### config.mk
export PLATFORM = sky130hd
export DESIGN_NAME = ext_bus_ctl_flat
export DESIGN_NICKNAME = d
export VERILOG_FILES = /design/src/rtl/ext_bus_ctl_if.sv /design/src/rtl/ext_bus_ctl.sv /design/src/flat_wrapper.sv
export SDC_FILE = /design/constraint.sdc
export NUM_CORES = 1
export LEC_CHECK = 0
export CORE_ASPECT_RATIO = 2
export CORE_MARGIN = 3
export CORE_UTILIZATION = 23
export CTS_BUF_LIST = sky130_fd_sc_hd__clkbuf_8
export CTS_CLUSTER_SIZE = 16
export DETAILED_ROUTE_END_ITERATION = 8
export PLACE_DENSITY = 0.54
export SETUP_SLACK_MARGIN = 0.05
export SLEW_MARGIN = 20
export SYNTH_ARGS = -nofsm -noshare
export SYNTH_HDL_FRONTEND = slang
export SYNTH_SLANG_ARGS = --single-unit
### constraint.sdc
create_clock -name clk -period 5.7 [get_ports clk]
set_input_delay 0.855 -clock clk [delete_from_list [all_inputs] [get_ports clk]]
set_output_delay 0.855 -clock clk [all_outputs]
set_load 0.005 [all_outputs]
### src/rtl/ext_bus_ctl_if.sv
//-----------------------------------------------------------------------------
// ext_bus_ctl_if
// Bundles the cache external-request handshake (ext*) and the single-ported
// 64-bit memory/peripheral port (mem*) used by ext_bus_ctl.
//
// Signals
//   phi2       ext-bus tick enable
//   extreq     cache request valid           extrdy      controller ready
//   extwr      1=write, 0=read               extreply    read beat valid
//   extaddr    physical byte address         extreplyto  tag of the reply
//   extsz      size code                     extrdata    read beat data
//   extwdata   right-justified write data    exterror    access failed
//   extsrc     requester tag
//   memreq     access request (held)         memack      access complete
//   memwr      write access                  memrdata    read data
//   memaddr    doubleword address            memerr      bus error
//   memwdata   lane-aligned write data
//   memstrb    byte strobes (bit 7 = byte offset 0 = bits 63:56)
//
// Modports
//   slave  : the controller's view (consumes ext requests, drives mem port)
//   master : the environment's view (cache + memory side)
//-----------------------------------------------------------------------------
interface ext_bus_ctl_if #(
    parameter int MAW = 29
);
    logic           phi2;
    logic           extreq;
    logic           extwr;
    logic [31:0]    extaddr;
    logic [4:0]     extsz;
    logic [63:0]    extwdata;
    logic           extsrc;
    logic           extrdy;
    logic           extreply;
    logic           extreplyto;
    logic [63:0]    extrdata;
    logic           exterror;
    logic           memreq;
    logic           memwr;
    logic [MAW-1:0] memaddr;
    logic [63:0]    memwdata;
    logic [7:0]     memstrb;
    logic           memack;
    logic [63:0]    memrdata;
    logic           memerr;

    modport slave (
        input  phi2, extreq, extwr, extaddr, extsz, extwdata, extsrc,
        output extrdy, extreply, extreplyto, extrdata, exterror,
        output memreq, memwr, memaddr, memwdata, memstrb,
        input  memack, memrdata, memerr
    );

    modport master (
        output phi2, extreq, extwr, extaddr, extsz, extwdata, extsrc,
        input  extrdy, extreply, extreplyto, extrdata, exterror,
        input  memreq, memwr, memaddr, memwdata, memstrb,
        output memack, memrdata, memerr
    );
endinterface

### src/rtl/ext_bus_ctl.sv
//-----------------------------------------------------------------------------
// ext_bus_ctl
// Bridges the cache external-request interface to a single-ported 64-bit
// memory port. Cache line fills are issued as multi-beat bursts in
// critical-word order (wrapping within the 32-byte line), uncached reads are
// forwarded as one beat, big-endian partial writes become byte strobes, and
// every memory access is bounded by a timeout reported on exterror.
//
// Ports
//   clk     core clock
//   resetn  asynchronous active-low reset
//   bus     ext_bus_ctl_if.slave (ext request/reply + memory port)
//
// Parameters
//   TOUT  clk cycles memreq may stay unacknowledged before aborting
//   MAW   memory doubleword address width
//-----------------------------------------------------------------------------
module ext_bus_ctl #(
    parameter int TOUT = 255,
    parameter int MAW  = 29
) (
    input  logic          clk,
    input  logic          resetn,
    ext_bus_ctl_if.slave  bus
);

    localparam int CW = $clog2(TOUT + 1);

    localparam logic [1:0] ST_IDLE = 2'd0;
    localparam logic [1:0] ST_MREQ = 2'd1;
    localparam logic [1:0] ST_RESP = 2'd2;

    // Controller state
    logic [1:0]    r_state;
    logic [28:0]   r_dw;          // latched doubleword address a[31:3]
    logic [4:0]    r_sz;
    logic          r_wr;
    logic          r_src;
    logic [63:0]   r_lane_data;   // write data already moved to its lanes
    logic [7:0]    r_strb;
    logic [1:0]    r_k;           // beat index within a burst
    logic [CW-1:0] r_tcnt;

    // Registered ext-side outputs
    logic          r_extrdy;
    logic          r_extreply;
    logic          r_exterror;
    logic          r_extreplyto;
    logic [63:0]   r_extrdata;

    //-------------------------------------------------------------------------
    // Request decode, evaluated on the incoming request so lanes and strobes
    // are ready before the first memory cycle.
    //-------------------------------------------------------------------------
    logic       w_small;      // sz 0..7: partial access of n = sz+1 bytes
    logic [3:0] w_n;
    logic [3:0] w_span;       // offset + n; more than 8 crosses the dword
    logic [2:0] w_gap;        // unused bytes to the right of the field
    logic       w_bad_wr;
    logic       w_accept;
    logic [63:0] w_lane_data;
    logic [7:0]  w_strb;

    assign w_small  = (bus.extsz[4:3] == 2'b00);
    assign w_n      = 4'(bus.extsz[2:0]) + 4'd1;
    assign w_span   = 4'(bus.extaddr[2:0]) + w_n;
    assign w_gap    = 3'(4'd8 - w_span);
    assign w_bad_wr = bus.extwr &&
                      (w_small ? (w_span > 4'd8) : (bus.extsz != 5'd15));
    assign w_accept = r_extrdy && bus.phi2 && bus.extreq;

    // Big-endian placement: the field ends w_gap bytes above bit 0.
    assign w_lane_data = w_small ? (bus.extwdata << {w_gap, 3'b000})
                                 : bus.extwdata;

    // Strobe bit gi covers byte offset 7-gi; it is set when that offset lies
    // inside [o, o+n-1], i.e. (8-o-n) <= gi <= (7-o).
    generate
        for (genvar gi = 0; gi < 8; gi++) begin : g_strb
            assign w_strb[gi] = !w_small ||
                ((5'(gi) + 5'(w_span) >= 5'd8) &&
                 (5'(gi) + 5'(bus.extaddr[2:0]) <= 5'd7));
        end
    endgenerate

    //-------------------------------------------------------------------------
    // Burst bookkeeping
    //-------------------------------------------------------------------------
    logic        w_iline;
    logic        w_dline_rd;
    logic        w_last_beat;
    logic [28:0] w_dw;
    logic        w_in_mreq;
    logic        w_tout;

    assign w_iline     = (r_sz == 5'd31);
    assign w_dline_rd  = (r_sz == 5'd15) && !r_wr;
    assign w_last_beat = w_iline    ? (r_k == 2'd3) :
                         w_dline_rd ? (r_k == 2'd1) : 1'b1;
    assign w_in_mreq   = (r_state == ST_MREQ);
    assign w_tout      = (r_tcnt == CW'(TOUT - 1));

    // Critical-word-first addressing: I-lines wrap within the 32-byte line,
    // D-lines visit the requested dword and then its partner.
    always_comb begin
        w_dw = r_dw;
        if (w_iline) begin
            w_dw[1:0] = r_dw[1:0] + r_k;
        end else if (w_dline_rd && r_k[0]) begin
            w_dw[0] = ~r_dw[0];
        end
    end

    //-------------------------------------------------------------------------
    // Memory port: only driven while a request is outstanding
    //-------------------------------------------------------------------------
    assign bus.memreq   = w_in_mreq;
    assign bus.memwr    = w_in_mreq && r_wr;
    assign bus.memaddr  = w_in_mreq ? w_dw[MAW-1:0] : '0;
    assign bus.memwdata = (w_in_mreq && r_wr) ? r_lane_data : '0;
    assign bus.memstrb  = (w_in_mreq && r_wr) ? r_strb : '0;

    assign bus.extrdy     = r_extrdy;
    assign bus.extreply   = r_extreply;
    assign bus.exterror   = r_exterror;
    assign bus.extreplyto = r_extreplyto;
    assign bus.extrdata   = r_extrdata;

    //-------------------------------------------------------------------------
    // Sequencer
    //-------------------------------------------------------------------------
    always_ff @(posedge clk or negedge resetn) begin
        if (!resetn) begin
            r_state      <= ST_IDLE;
            r_dw         <= '0;
            r_sz         <= '0;
            r_wr         <= 1'b0;
            r_src        <= 1'b0;
            r_lane_data  <= '0;
            r_strb       <= '0;
            r_k          <= '0;
            r_tcnt       <= '0;
            r_extrdy     <= 1'b0;
            r_extreply   <= 1'b0;
            r_exterror   <= 1'b0;
            r_extreplyto <= 1'b0;
            r_extrdata   <= '0;
        end else begin
            case (r_state)
                ST_IDLE: begin
                    if (w_accept) begin
                        r_dw        <= bus.extaddr[31:3];
                        r_sz        <= bus.extsz;
                        r_wr        <= bus.extwr;
                        r_src       <= bus.extsrc;
                        r_lane_data <= w_lane_data;
                        r_strb      <= w_strb;
                        r_extrdy    <= 1'b0;
                        r_k         <= '0;
                        r_tcnt      <= '0;
                        if (w_bad_wr) begin
                            // Never reaches memory: report and retire.
                            r_exterror   <= 1'b1;
                            r_extreplyto <= bus.extsrc;
                            r_state      <= ST_RESP;
                        end else begin
                            r_state <= ST_MREQ;
                        end
                    end else begin
                        r_extrdy <= 1'b1;
                    end
                end

                ST_MREQ: begin
                    // An acknowledge on the same edge as the timeout wins.
                    if (bus.memack) begin
                        if (r_wr) begin
                            if (bus.memerr) begin
                                r_exterror   <= 1'b1;
                                r_extreplyto <= r_src;
                                r_state      <= ST_RESP;
                            end else begin
                                r_extrdy <= 1'b1;
                                r_state  <= ST_IDLE;
                            end
                        end else begin
                            r_extrdata   <= bus.memrdata;
                            r_exterror   <= bus.memerr;
                            r_extreply   <= 1'b1;
                            r_extreplyto <= r_src;
                            r_state      <= ST_RESP;
                        end
                    end else if (w_tout) begin
                        r_extrdata   <= '0;
                        r_exterror   <= 1'b1;
                        r_extreply   <= !r_wr;
                        r_extreplyto <= r_src;
                        r_state      <= ST_RESP;
                    end else begin
                        r_tcnt <= r_tcnt + CW'(1);
                    end
                end

                ST_RESP: begin
                    // The reply (or bare error) lives for one phi2 tick.
                    if (bus.phi2) begin
                        r_extreply   <= 1'b0;
                        r_exterror   <= 1'b0;
                        r_extreplyto <= 1'b0;
                        if (!r_wr && !r_exterror && !w_last_beat) begin
                            r_k     <= r_k + 2'd1;
                            r_tcnt  <= '0;
                            r_state <= ST_MREQ;
                        end else begin
                            r_extrdy <= 1'b1;
                            r_state  <= ST_IDLE;
                        end
                    end
                end

                default: begin
                    r_state <= ST_IDLE;
                end
            endcase
        end
    end

endmodule

### src/flat_wrapper.sv
// flat-port wrapper written by rule: the top's interface ports become plain ports
module ext_bus_ctl_flat 
#(
    parameter int TOUT = 255,
    parameter int MAW  = 29
)
  (clk, resetn, bus_phi2, bus_extreq, bus_extwr, bus_extaddr, bus_extsz, bus_extwdata, bus_extsrc, bus_extrdy, bus_extreply, bus_extreplyto, bus_extrdata, bus_exterror, bus_memreq, bus_memwr, bus_memaddr, bus_memwdata, bus_memstrb, bus_memack, bus_memrdata, bus_memerr);
  ext_bus_ctl_if #(.MAW(MAW)) bus_i ();
  input  logic clk;
  input  logic resetn;
  input wire logic [$bits(bus_i.phi2)-1:0] bus_phi2;
  input wire logic [$bits(bus_i.extreq)-1:0] bus_extreq;
  input wire logic [$bits(bus_i.extwr)-1:0] bus_extwr;
  input wire logic [$bits(bus_i.extaddr)-1:0] bus_extaddr;
  input wire logic [$bits(bus_i.extsz)-1:0] bus_extsz;
  input wire logic [$bits(bus_i.extwdata)-1:0] bus_extwdata;
  input wire logic [$bits(bus_i.extsrc)-1:0] bus_extsrc;
  output wire logic [$bits(bus_i.extrdy)-1:0] bus_extrdy;
  output wire logic [$bits(bus_i.extreply)-1:0] bus_extreply;
  output wire logic [$bits(bus_i.extreplyto)-1:0] bus_extreplyto;
  output wire logic [$bits(bus_i.extrdata)-1:0] bus_extrdata;
  output wire logic [$bits(bus_i.exterror)-1:0] bus_exterror;
  output wire logic [$bits(bus_i.memreq)-1:0] bus_memreq;
  output wire logic [$bits(bus_i.memwr)-1:0] bus_memwr;
  output wire logic [$bits(bus_i.memaddr)-1:0] bus_memaddr;
  output wire logic [$bits(bus_i.memwdata)-1:0] bus_memwdata;
  output wire logic [$bits(bus_i.memstrb)-1:0] bus_memstrb;
  input wire logic [$bits(bus_i.memack)-1:0] bus_memack;
  input wire logic [$bits(bus_i.memrdata)-1:0] bus_memrdata;
  input wire logic [$bits(bus_i.memerr)-1:0] bus_memerr;
  assign bus_i.phi2 = bus_phi2;
  assign bus_i.extreq = bus_extreq;
  assign bus_i.extwr = bus_extwr;
  assign bus_i.extaddr = bus_extaddr;
  assign bus_i.extsz = bus_extsz;
  assign bus_i.extwdata = bus_extwdata;
  assign bus_i.extsrc = bus_extsrc;
  assign bus_extrdy = bus_i.extrdy;
  assign bus_extreply = bus_i.extreply;
  assign bus_extreplyto = bus_i.extreplyto;
  assign bus_extrdata = bus_i.extrdata;
  assign bus_exterror = bus_i.exterror;
  assign bus_memreq = bus_i.memreq;
  assign bus_memwr = bus_i.memwr;
  assign bus_memaddr = bus_i.memaddr;
  assign bus_memwdata = bus_i.memwdata;
  assign bus_memstrb = bus_i.memstrb;
  assign bus_i.memack = bus_memack;
  assign bus_i.memrdata = bus_memrdata;
  assign bus_i.memerr = bus_memerr;
  ext_bus_ctl #(.TOUT(TOUT), .MAW(MAW)) u_core (.clk(clk), .resetn(resetn), .bus(bus_i));
endmodule
==> results.yml, run 1 <==
status:
  outcome: "finished clean"
floorplan:
  rows: 111
  die_y_um: 310.9
  dieArea_um2: 49250
  core_region_area_um2: 45830
  pin_count: 344
  die_x_um: 158.4
  start_util: 0.2332
logic_synthesis:
  yosysMostFrequentCell: "nand2_1"
  syn_area_um2: 10690
  netlist-cell-type-count: 72
  yosysTopAreaCell: "dfrtp_1"
  ys.flop_type: "dfrtp_1"
  yosys_warnings: 0
  ys_async_sr_fraction: 1.000
  synth_cells: 1166
  synthTopCellsByCount: "198 x nand2_1, 188 x dfrtp_1, 97 x and3_1"
  synth.area.top_cells: "dfrtp_1 44%, nand2_1 7.0%, a22o_1 6.3%"
  avgSynthCellArea_um2: 9.166
  synth.yosys.seq_area_share: 0.4402
  synth-seq-cells: 188
  synth_edf_count: 0
  synth_top_area_share: 0.4402
  syn_nets: 1370
sta:
  min_period_over_period: 0.8005
  slew_viol_final: 0
  worstMarginPinSlew_ns: 1.022
  fmax_mhz: 219.2
  min_period_ns: 4.563
  holdWs_ns: 0.3803
  rsz0062_at_grt: "false"
  slew_headroom: 0.3189
  setup_viol: 0
  setup_tns_ns: 0
  clock_skew_ns: 0.01549
  hold_viol: 0
grt:
  grt_max_degree: 100
  grt_pass1_wl_um: 68020
  grt_overflow: 0
  antenna_found_initial: 3
  grt_usage: 0.1836
  grt_pass1_vias: 10675
layout:
  stdcell_area_um2: 14980
  syn_to_final_growth_pct: 40.17
  drive_gt1_frac: 0.06502
  final_nets: 1652
  fin_util: 0.3269
drt:
  wire_per_inst_um: 22.79
  drc: 0
  highest_layer: "met4"
  drt_first_pass_iters: 4
  ant_nets: 0
  drtIter0Drc: 513
  wl_um: 46220
  vias: 10242
  wl_met1_um: 16660
  viasPerCell: 5.050
  wl_met2_um: 24670
  routed-wl-met3_um: 2236
worst_setup_path:
  reg2regPathDepth: 7
  path_class: "in2reg"
  rr_endpoint: "u_core.r_lane_data[34]"
  arrival_ns: 4.90
  reg2reg_from: "u_core.r_state[1]"
  endpoint_kind: "register"
  cp_max_fo: 28
  start_kind: "primary input"
  ff2ff_setup_slack_ns: 2.57
  cp_data_required_time_ns: 6.04
power_and_ir_drop:
  seqPwrFrac: 0.392
  ir_drop_mv: 0.1669
  power.internal_mw: 3.548
  leakagePower_nw: 6.596
  power_mw: 5.838
  p_sw_frac: 0.3922
  cellPowerDensity_nw_per_um2: 389.7
  p_comb_frac: 0.448
  p_sw_mw: 2.289
  p_clk_frac: 0.159
clock_network:
  cts_buffers: 17
  htree_levels: 4
  clock_sinks: 188
  cts-resized-gates: 0
  clockBufferDepth: 2
  cts_setup_buffers: 0
  cts_root_buffer: "clkbuf_8"
  tritoncts: "yes"
  insertion_delay_ns: 0.51
  path_clk_slew_ns: 0.11
  ctsHoldBuffers: 0
placed_design:
  placed_area_um2: 14590
  portBuffers: 343
  gp_congestion: 0.9124
  dpl.hpwl_um: 35050
job:
  cap_viol_max_count: 0
min_path:
  min_path_type: "in2async"
-- area by class of cell --
| type | instances | area (um2) |
|---|---|---|
| clock buffers | 17 | 234.0 |
| inverters | 23 | 86.33 |
| fillers | 4754 | 30850 |
| well taps | 565 | 706.9 |
| multi-input cells | 858 | 5527 |
| repair buffers | 360 | 3565 |
| flip-flops and latches | 188 | 4706 |
| clock inverters | 15 | 151.4 |
| diodes | 2 | 5.005 |
-- cells by family (layout without fill, tap and decap cells) --
family	Yosys count	count (layout)	synth area share
other	0	2	0
adders and majority gates	31	31	0.03699
buffers and inverters	120	415	0.04706
and+or+nand+nor	454	454	0.2062
muxes	69	69	0.06708
AOI/OAI and AO/OA	294	294	0.1916
xor gates and xnor gates	10	10	0.01089
DFF	188	188	0.4402
-- power groups by stage --
stage | Combinational [mW] | Clock (mW) | Sequential (mW)
detailed placement | 2.65 | 0 | 2.32
finish | 2.62 | 0.930 | 2.29
CTS | 2.66 | 0.974 | 2.29
floorplan | 1.38 | 0 | 2.20
global placement | 2.62 | 0 | 2.30
global route | 2.88 | 1.02 | 2.34
-- per-layer routing --
metal | up-vias | track usage
li1 | 4725 | -
met1 | 5012 | 0.1948
met2 | 414 | 0.3403
met3 | 91 | 0.02505
met4 | 0 | 0.09982
met5 | - | 0
-- sequential cells by signal (all words and copies together), names as in the netlist --
name / count
u_core.bus.extrdata: 64
u_core.bus.extreplyto: 1
u_core.r_sz: 5
u_core.bus.extreply: 1
u_core.r_k: 2
u_core.r_state: 2
u_core.bus.extrdy: 1
u_core.r_lane_data: 64
u_core.r_tcnt: 8
u_core.r_wr: 1
u_core.r_strb: 8
u_core.bus.exterror: 1
u_core.r_src: 1
u_core.r_dw: 29
-- placed cells by master (no fill, tap or decap), types with 4 or more instances in the layout --
master,count
clkdlybuf4s50_1,342
nand2_1,198
dfrtp_1,187
and3_1,97
a22o_1,77
a21oi_1,74
o21ai_0,61
nor2_1,55
mux2i_1,51
and2_1,30
ha_1,27
nor3_1,24
inv_1,21
clkbuf_8,18
buf_4,17
mux2_2,16
a31oi_1,16
nand4_1,12
nand3_1,11
a211oi_1,10
o2bb2ai_1,9
o211ai_1,8
a22oi_1,7
xnor2_1,6
inv_8,6
o31ai_1,4
nor2b_1,4
a2111oi_2,4
a2111oi_0,4
clkinv_4,4
-- critical path: stages --
cell             delay [ns]
clkdlybuf4s50_1        0.63
inv_1                  0.17
ha_2                   0.21
fa_1                   0.72
inv_1                  0.15
ha_2                   0.85
buf_4                  0.33
mux2_2                 0.37
a22oi_1                0.24
nor3_1                 0.08
a21oi_1                0.16
o21ai_0                0.10
-- worst max-delay path by stage --
stage                              start                endpoint  slack [ns]  depth (start not counted)
after floorplan           bus_extaddr[0]  u_core.r_lane_data[55]        2.05                         13
after global placement    bus_extaddr[0]  u_core.r_lane_data[50]        0.76                         12
after detailed placement  bus_extaddr[0]  u_core.r_lane_data[18]        0.66                         12
after CTS                 bus_extaddr[0]  u_core.r_lane_data[18]        1.23                         12
after global routing      bus_extaddr[0]  u_core.r_lane_data[18]        0.89                         12
final                     bus_extaddr[0]  u_core.r_lane_data[18]        1.14                         12
-- per-stage QoR --
step           setup slack, ns  instances
6_report                 1.137       2028
5_1_grt                 0.8852       2028
4_1_cts                  1.230       2026
3_5_place_dp            0.6643       1994
3_3_place_gp            0.7633       1994
2_1_floorplan            2.053       1166
No activity file was read; power rests on OpenSTA's default activity.
==> run 2: changes to the inputs <==
==> constraint.sdc (replaced) <==
create_clock -name clk -period 4.6 [get_ports clk]
set_input_delay 0.69 -clock clk [delete_from_list [all_inputs] [get_ports clk]]
set_output_delay 0.69 -clock clk [all_outputs]
set_load 0.005 [all_outputs]
==> run 2 against run 1 <==
Net effect:
- register-to-register slack worse by 0.67 ns
- critical path type unchanged
- clock power up 26%
- core utilization up 0.42 points
==> results.yml, run 2 (synthesis results as in run 1) <==
floorplan:
  die_x_um: 158.4
  start_util: 0.2332
  rows: 111
  pin_count: 344
  dieArea_um2: 49250
  core_region_area_um2: 45830
  die_y_um: 310.9
min_path:
  min_path_type: "in2async"
layout:
  syn_to_final_growth_pct: 41.97
  nFillCells: 4738
  drive_gt1_frac: 0.07703
  final_cell_mix: "342 x clkdlybuf4s50_1, 198 x nand2_1, 187 x dfrtp_1"
  final_nets: 1671
  stdcell_area_um2: 15170
  final_common_cell: "clkdlybuf4s50_1"
sta:
  setup_viol: 0
  min_period_over_period: 0.7891
  rsz0062_at_grt: "false"
  fmax_mhz: 275.5
  slew_headroom: 0.3845
  hold_viol: 0
  min_period_ns: 3.630
  setup_tns_ns: 0
  worstMarginPinSlew_ns: 0.9233
  slew_viol_final: 0
  clock_skew_ns: 0.02554
power_and_ir_drop:
  cellPowerDensity_nw_per_um2: 479.3
  leakagePower_nw: 6.706
  ir_drop_mv: 0.2039
clock_network:
  clock_sinks: 188
  tritoncts: "yes"
  cts_setup_buffers: 0
  ctsHoldBuffers: 0
  cts-resized-gates: 0
  path_clk_slew_ns: 0.13
  cts_buffers: 17
  cts_root_buffer: "clkbuf_8"
  htree_levels: 4
  clockBufferDepth: 2
  insertion_delay_ns: 0.51
drt:
  ant_nets: 0
  viasPerCell: 4.953
  drtIter0Drc: 567
  drc: 0
  wire_per_inst_um: 22.35
  wl_um: 45750
  vias: 10138
  drt_first_pass_iters: 5
grt:
  antenna_found_initial: 3
  grt_usage: 0.1817
  grt_pass1_wl_um: 66920
  grt_overflow: 0
  grt_pass1_vias: 10449
  grt_max_degree: 120
worst_setup_path:
  slowest_delay_ns: 0.64
  start_kind: "primary input"
  crit_chain: "clkdlybuf4s50_1, inv_1, ha_2, fa_1, inv_1, ha_2, buf_4, mux2i_1, a2111oi_2, a211oi_1, o2bb2ai_1"
  endpoint_kind: "register"
  cp_data_required_time_ns: 5.03
  cp_max_fo: 22
  arrival_ns: 4.06
  critPathSlowestCell: "ha_2"
  path_class: "in2reg"
  cp_top_family: "adder cells"
  crit_buf_inv: 4
status:
  outcome: "finished clean"
job:
  cap_viol_max_count: 0
placed_design:
  portBuffers: 343
  dpl.hpwl_um: 34960
  placed_area_um2: 14760
  gp_congestion: 0.8898
run 2: routing by layer:
layer / vias up / track usage / routed length (um)
met4: 0 / 0.1069 / 2958
met1: 4883 / 0.1889 / 16090
met5: - / 0 / 0
met3: 83 / 0.03006 / 2491
met2: 423 / 0.3334 / 24210
li1: 4749 / - / -
run 2: layout make-up:
type / count / area, um2 / area share
multi-input cells: 858 / 5527 / 0.3642
inverters: 23 / 86.33 / 0.005690
repair buffers: 379 / 3732 / 0.2460
well taps: 565 / 706.9 / 0.04659
flip-flops and latches: 188 / 4706 / 0.3101
clock buffers: 17 / 234.0 / 0.01542
clock inverters: 15 / 176.4 / 0.01163
diodes: 2 / 5.005 / 0.0003298
run 2: stage by stage:
step / total power [mW] / hold slack, ns / util / instances / setup slack, ns
final: 7.273 / 0.1672 / 0.3311 / 2047 / 0.9700
after CTS: 7.388 / 0.1536 / 0.3310 / 2045 / 0.9325
after floorplan: 4.436 / 0.3944 / - / 1166 / 1.118
after global placement: 6.119 / 0.4502 / 0.3220 / 2013 / 0.5130
after detailed placement: 6.172 / 0.4545 / 0.3220 / 2013 / 0.4456
after global routing: 7.806 / 0.1680 / 0.3311 / 2047 / 0.7910
run 2: path summary, 6_finish.rpt:
kind | startpoint | end | slack [ns] | depth (start not counted)
setup / recovery | bus_extaddr[0] | u_core.r_lane_data[36] | 0.97 | 11
hold / removal | resetn | u_core.r_dw[7] | 0.17 | 1
setup reg to reg | u_core.r_state[0] | u_core.r_lane_data[34] | 1.90 | 7
hold reg to reg | u_core.r_dw[10] | u_core.r_dw[10] | 0.48 | 2
max in group asynchronous | resetn | u_core.bus.extrdata[8] | 3.46 | 2
min in group clk | u_core.r_dw[10] | u_core.r_dw[10] | 0.48 | 2
run 2: where the power goes:
| group | total [mW] | switching [mW] | internal, mW |
|---|---|---|---|
| combinational | 3.27 | 1.60 | 1.67 |
| clock | 1.17 | 0.757 | 0.415 |
| sequential | 2.83 | 0.470 | 2.36 |
==> run 3: changes to the inputs <==
--- a/config.mk
+++ b/config.mk
@@ -11,7 +11,7 @@
 export CTS_BUF_LIST = sky130_fd_sc_hd__clkbuf_8
 export CTS_CLUSTER_SIZE = 16
 export DETAILED_ROUTE_END_ITERATION = 8
-export PLACE_DENSITY = 0.54
+export PLACE_DENSITY = 0.55
 export SETUP_SLACK_MARGIN = 0.05
 export SLEW_MARGIN = 20
 export SYNTH_ARGS = -nofsm -noshare
==> constraint.sdc (replaced) <==
create_clock -name clk -period 2.9 [get_ports clk]
set_input_delay 0.435 -clock clk [delete_from_list [all_inputs] [get_ports clk]]
set_output_delay 0.435 -clock clk [all_outputs]
set_load 0.005 [all_outputs]
==> run 3 against run 2 <==
Net effect:
- final cell count grew 4.4%
- combinational power is 80% higher
- final area is 6.9% higher
- sequential share of layout area shrank 2.0 points
- worst hold slack gained 0.10 ns
- die area unchanged
- global-route usage increased by 0.50 points
==> results.yml, run 3 (synthesis results as in run 1) <==
clock_network:
  cts_root_buffer: "clkbuf_8"
  clock_sinks: 188
  cts_buffers: 17
  clockBufferDepth: 2
  path_clk_slew_ns: 0.12
  insertion_delay_ns: 0.52
  tritoncts: "yes"
  htree_levels: 4
worst_setup_path:
  critPathSlowestCell: "fa_2"
  crit_chain: "clkdlybuf4s50_1, inv_2, fa_2, inv_2, ha_4, buf_12, mux2_2, mux2i_2, nor2_1, a31oi_1, o21ai_0"
  start_kind: "primary input"
  startpoint: "bus_extaddr[1]"
  arrival_ns: 3.20
  rr_endpoint: "u_core.r_lane_data[38]"
  critPathMostFrequentCell: "inv_2"
  slowest_delay_ns: 0.56
  cp_top_family: "adder cells"
  reg2reg_from: "u_core.r_state[1]"
  ff2ff_setup_slack_ns: 0.64
  crit_buf_inv: 4
  cp_data_required_time_ns: 3.29
  path_class: "in2reg"
  endpoint_kind: "register"
  reg2regPathDepth: 6
  cp_max_fo: 5
placed_design:
  portBuffers: 343
  gp_congestion: 0.9110
  pre_cts_ws_ns: -0.7103
  placed_area_um2: 15510
  dpl.hpwl_um: 36360
job:
  cap_viol_max_count: 0
floorplan:
  pin_count: 344
  core_region_area_um2: 45830
  start_util: 0.2332
  die_y_um: 310.9
  dieArea_um2: 49250
  die_x_um: 158.4
  rows: 111
sta:
  setup_viol: 0
  slew_headroom: 0.5309
  fmax_mhz: 356.9
  clock_skew_ns: 0.02337
  min_period_over_period: 0.9661
  setup_slack_ns: 0.09818
  hold_viol: 0
  worstMarginPinSlew_ns: 0.7037
  rsz0062_at_grt: "true"
  min_period_ns: 2.802
  slew_viol_final: 0
drt:
  wl_met2_um: 25290
  drc: 0
  vias: 10729
  drt_first_pass_iters: 5
  ant_nets: 0
  viasPerCell: 5.021
  highest_layer: "met5"
  routed-wl-met3_um: 2602
  wl_met1_um: 16510
  wire_per_inst_um: 22.24
  drtIter0Drc: 591
  wl_um: 47530
layout:
  final_nets: 1760
  final_cell_mix: "337 x clkdlybuf4s50_1, 198 x nand2_1, 186 x dfrtp_1"
  drive_gt1_frac: 0.1460
  stdcell_area_um2: 16220
  final_common_cell: "clkdlybuf4s50_1"
  syn_to_final_growth_pct: 51.76
grt:
  grt_pass1_wl_um: 69060
  grt_max_degree: 74
  grt_overflow: 0
  grt_pass1_vias: 11264
  grt_usage: 0.1867
  antenna_found_initial: 4
power_and_ir_drop:
  leakagePower_nw: 7.252
  power_mw: 12.19
  cellPowerDensity_nw_per_um2: 751.4
  ir_drop_mv: 0.2677
min_path:
  min_path_type: "in2reg"
  hold_path_end: "u_core.r_sz[0]"
  min_path_cells: 3
  min_from: "bus_extsz[0]"
status:
  outcome: "finished clean"
[run 3: what timing repair did]
| action | 4_1_cts | 5_1_grt |
|---|---|---|
| hold endpoints to repair | 56 | 0 |
| hold buffers | 1 | 0 |
| setup buffers | 16 | 0 |
| pin swaps | 6 | 5 |
| resized for setup | 20 | 9 |
| endpoints found under the setup margin | 122 | 36 |
| cloned | 1 | 1 |
[run 3: worst reg2reg max path, stage by stage, from the launching register on]
cell and delay [ns]:
dfrtp_1 0.44, inv_1 0.13, ha_1 0.22, nand4_4 0.46
buf_12 0.40, a211oi_1 0.37, o2bb2ai_1 0.13
[run 3: final cells by class]
cell class | instances | area (um2)
tap | 565 | 706.9
sequential | 188 | 4707
fill | 4692 | 29610
antenna | 3 | 7.507
inverter | 23 | 86.33
clock buffer | 18 | 247.7
clock inverter | 14 | 125.1
timing repair buffer | 468 | 4656
multi-input combinational | 858 | 5683
[run 3: how the worst max path moves through the flow]
| stage | end | slack, ns | cells past startpoint |
|---|---|---|---|
| after detailed placement | u_core.r_lane_data[58] | -0.71 | 13 |
| after floorplan | u_core.r_lane_data[56] | 0.06 | 14 |
| after global placement | u_core.r_lane_data[58] | -0.64 | 13 |
| after CTS | u_core.r_lane_data[50] | 0.03 | 13 |
| after global routing | u_core.r_lane_data[35] | 0.04 | 11 |
| final | u_core.r_lane_data[63] | 0.1 | 11 |
[run 3: metal layers]
metal / track usage / vias up
met5: 0 / -
met4: 0.1102 / 2
met3: 0.03257 / 111
met2: 0.3472 / 450
met1: 0.1887 / 5223
li1: - / 4943
[run 3: power breakdown]
part,total [mW],switching [mW],internal (mW)
combinational,5.88,2.75,3.13
clock,1.77,1.12,0.650
sequential,4.53,0.781,3.75
total,12.2,4.65,7.53
[run 3: metrics by stage]
step | util | TNS, ns | hold WS [ns] | cells
3_3_place_gp | 0.3384 | -27.59 | 0.4507 | 2083
2_1_floorplan | - | 0 | 0.1394 | 1166
6_report | 0.3539 | 0 | 0.2668 | 2137
4_1_cts | 0.3527 | 0 | 0.3895 | 2133
3_5_place_dp | 0.3384 | -29.97 | 0.4547 | 2083
5_1_grt | 0.3538 | 0 | 0.2645 | 2136
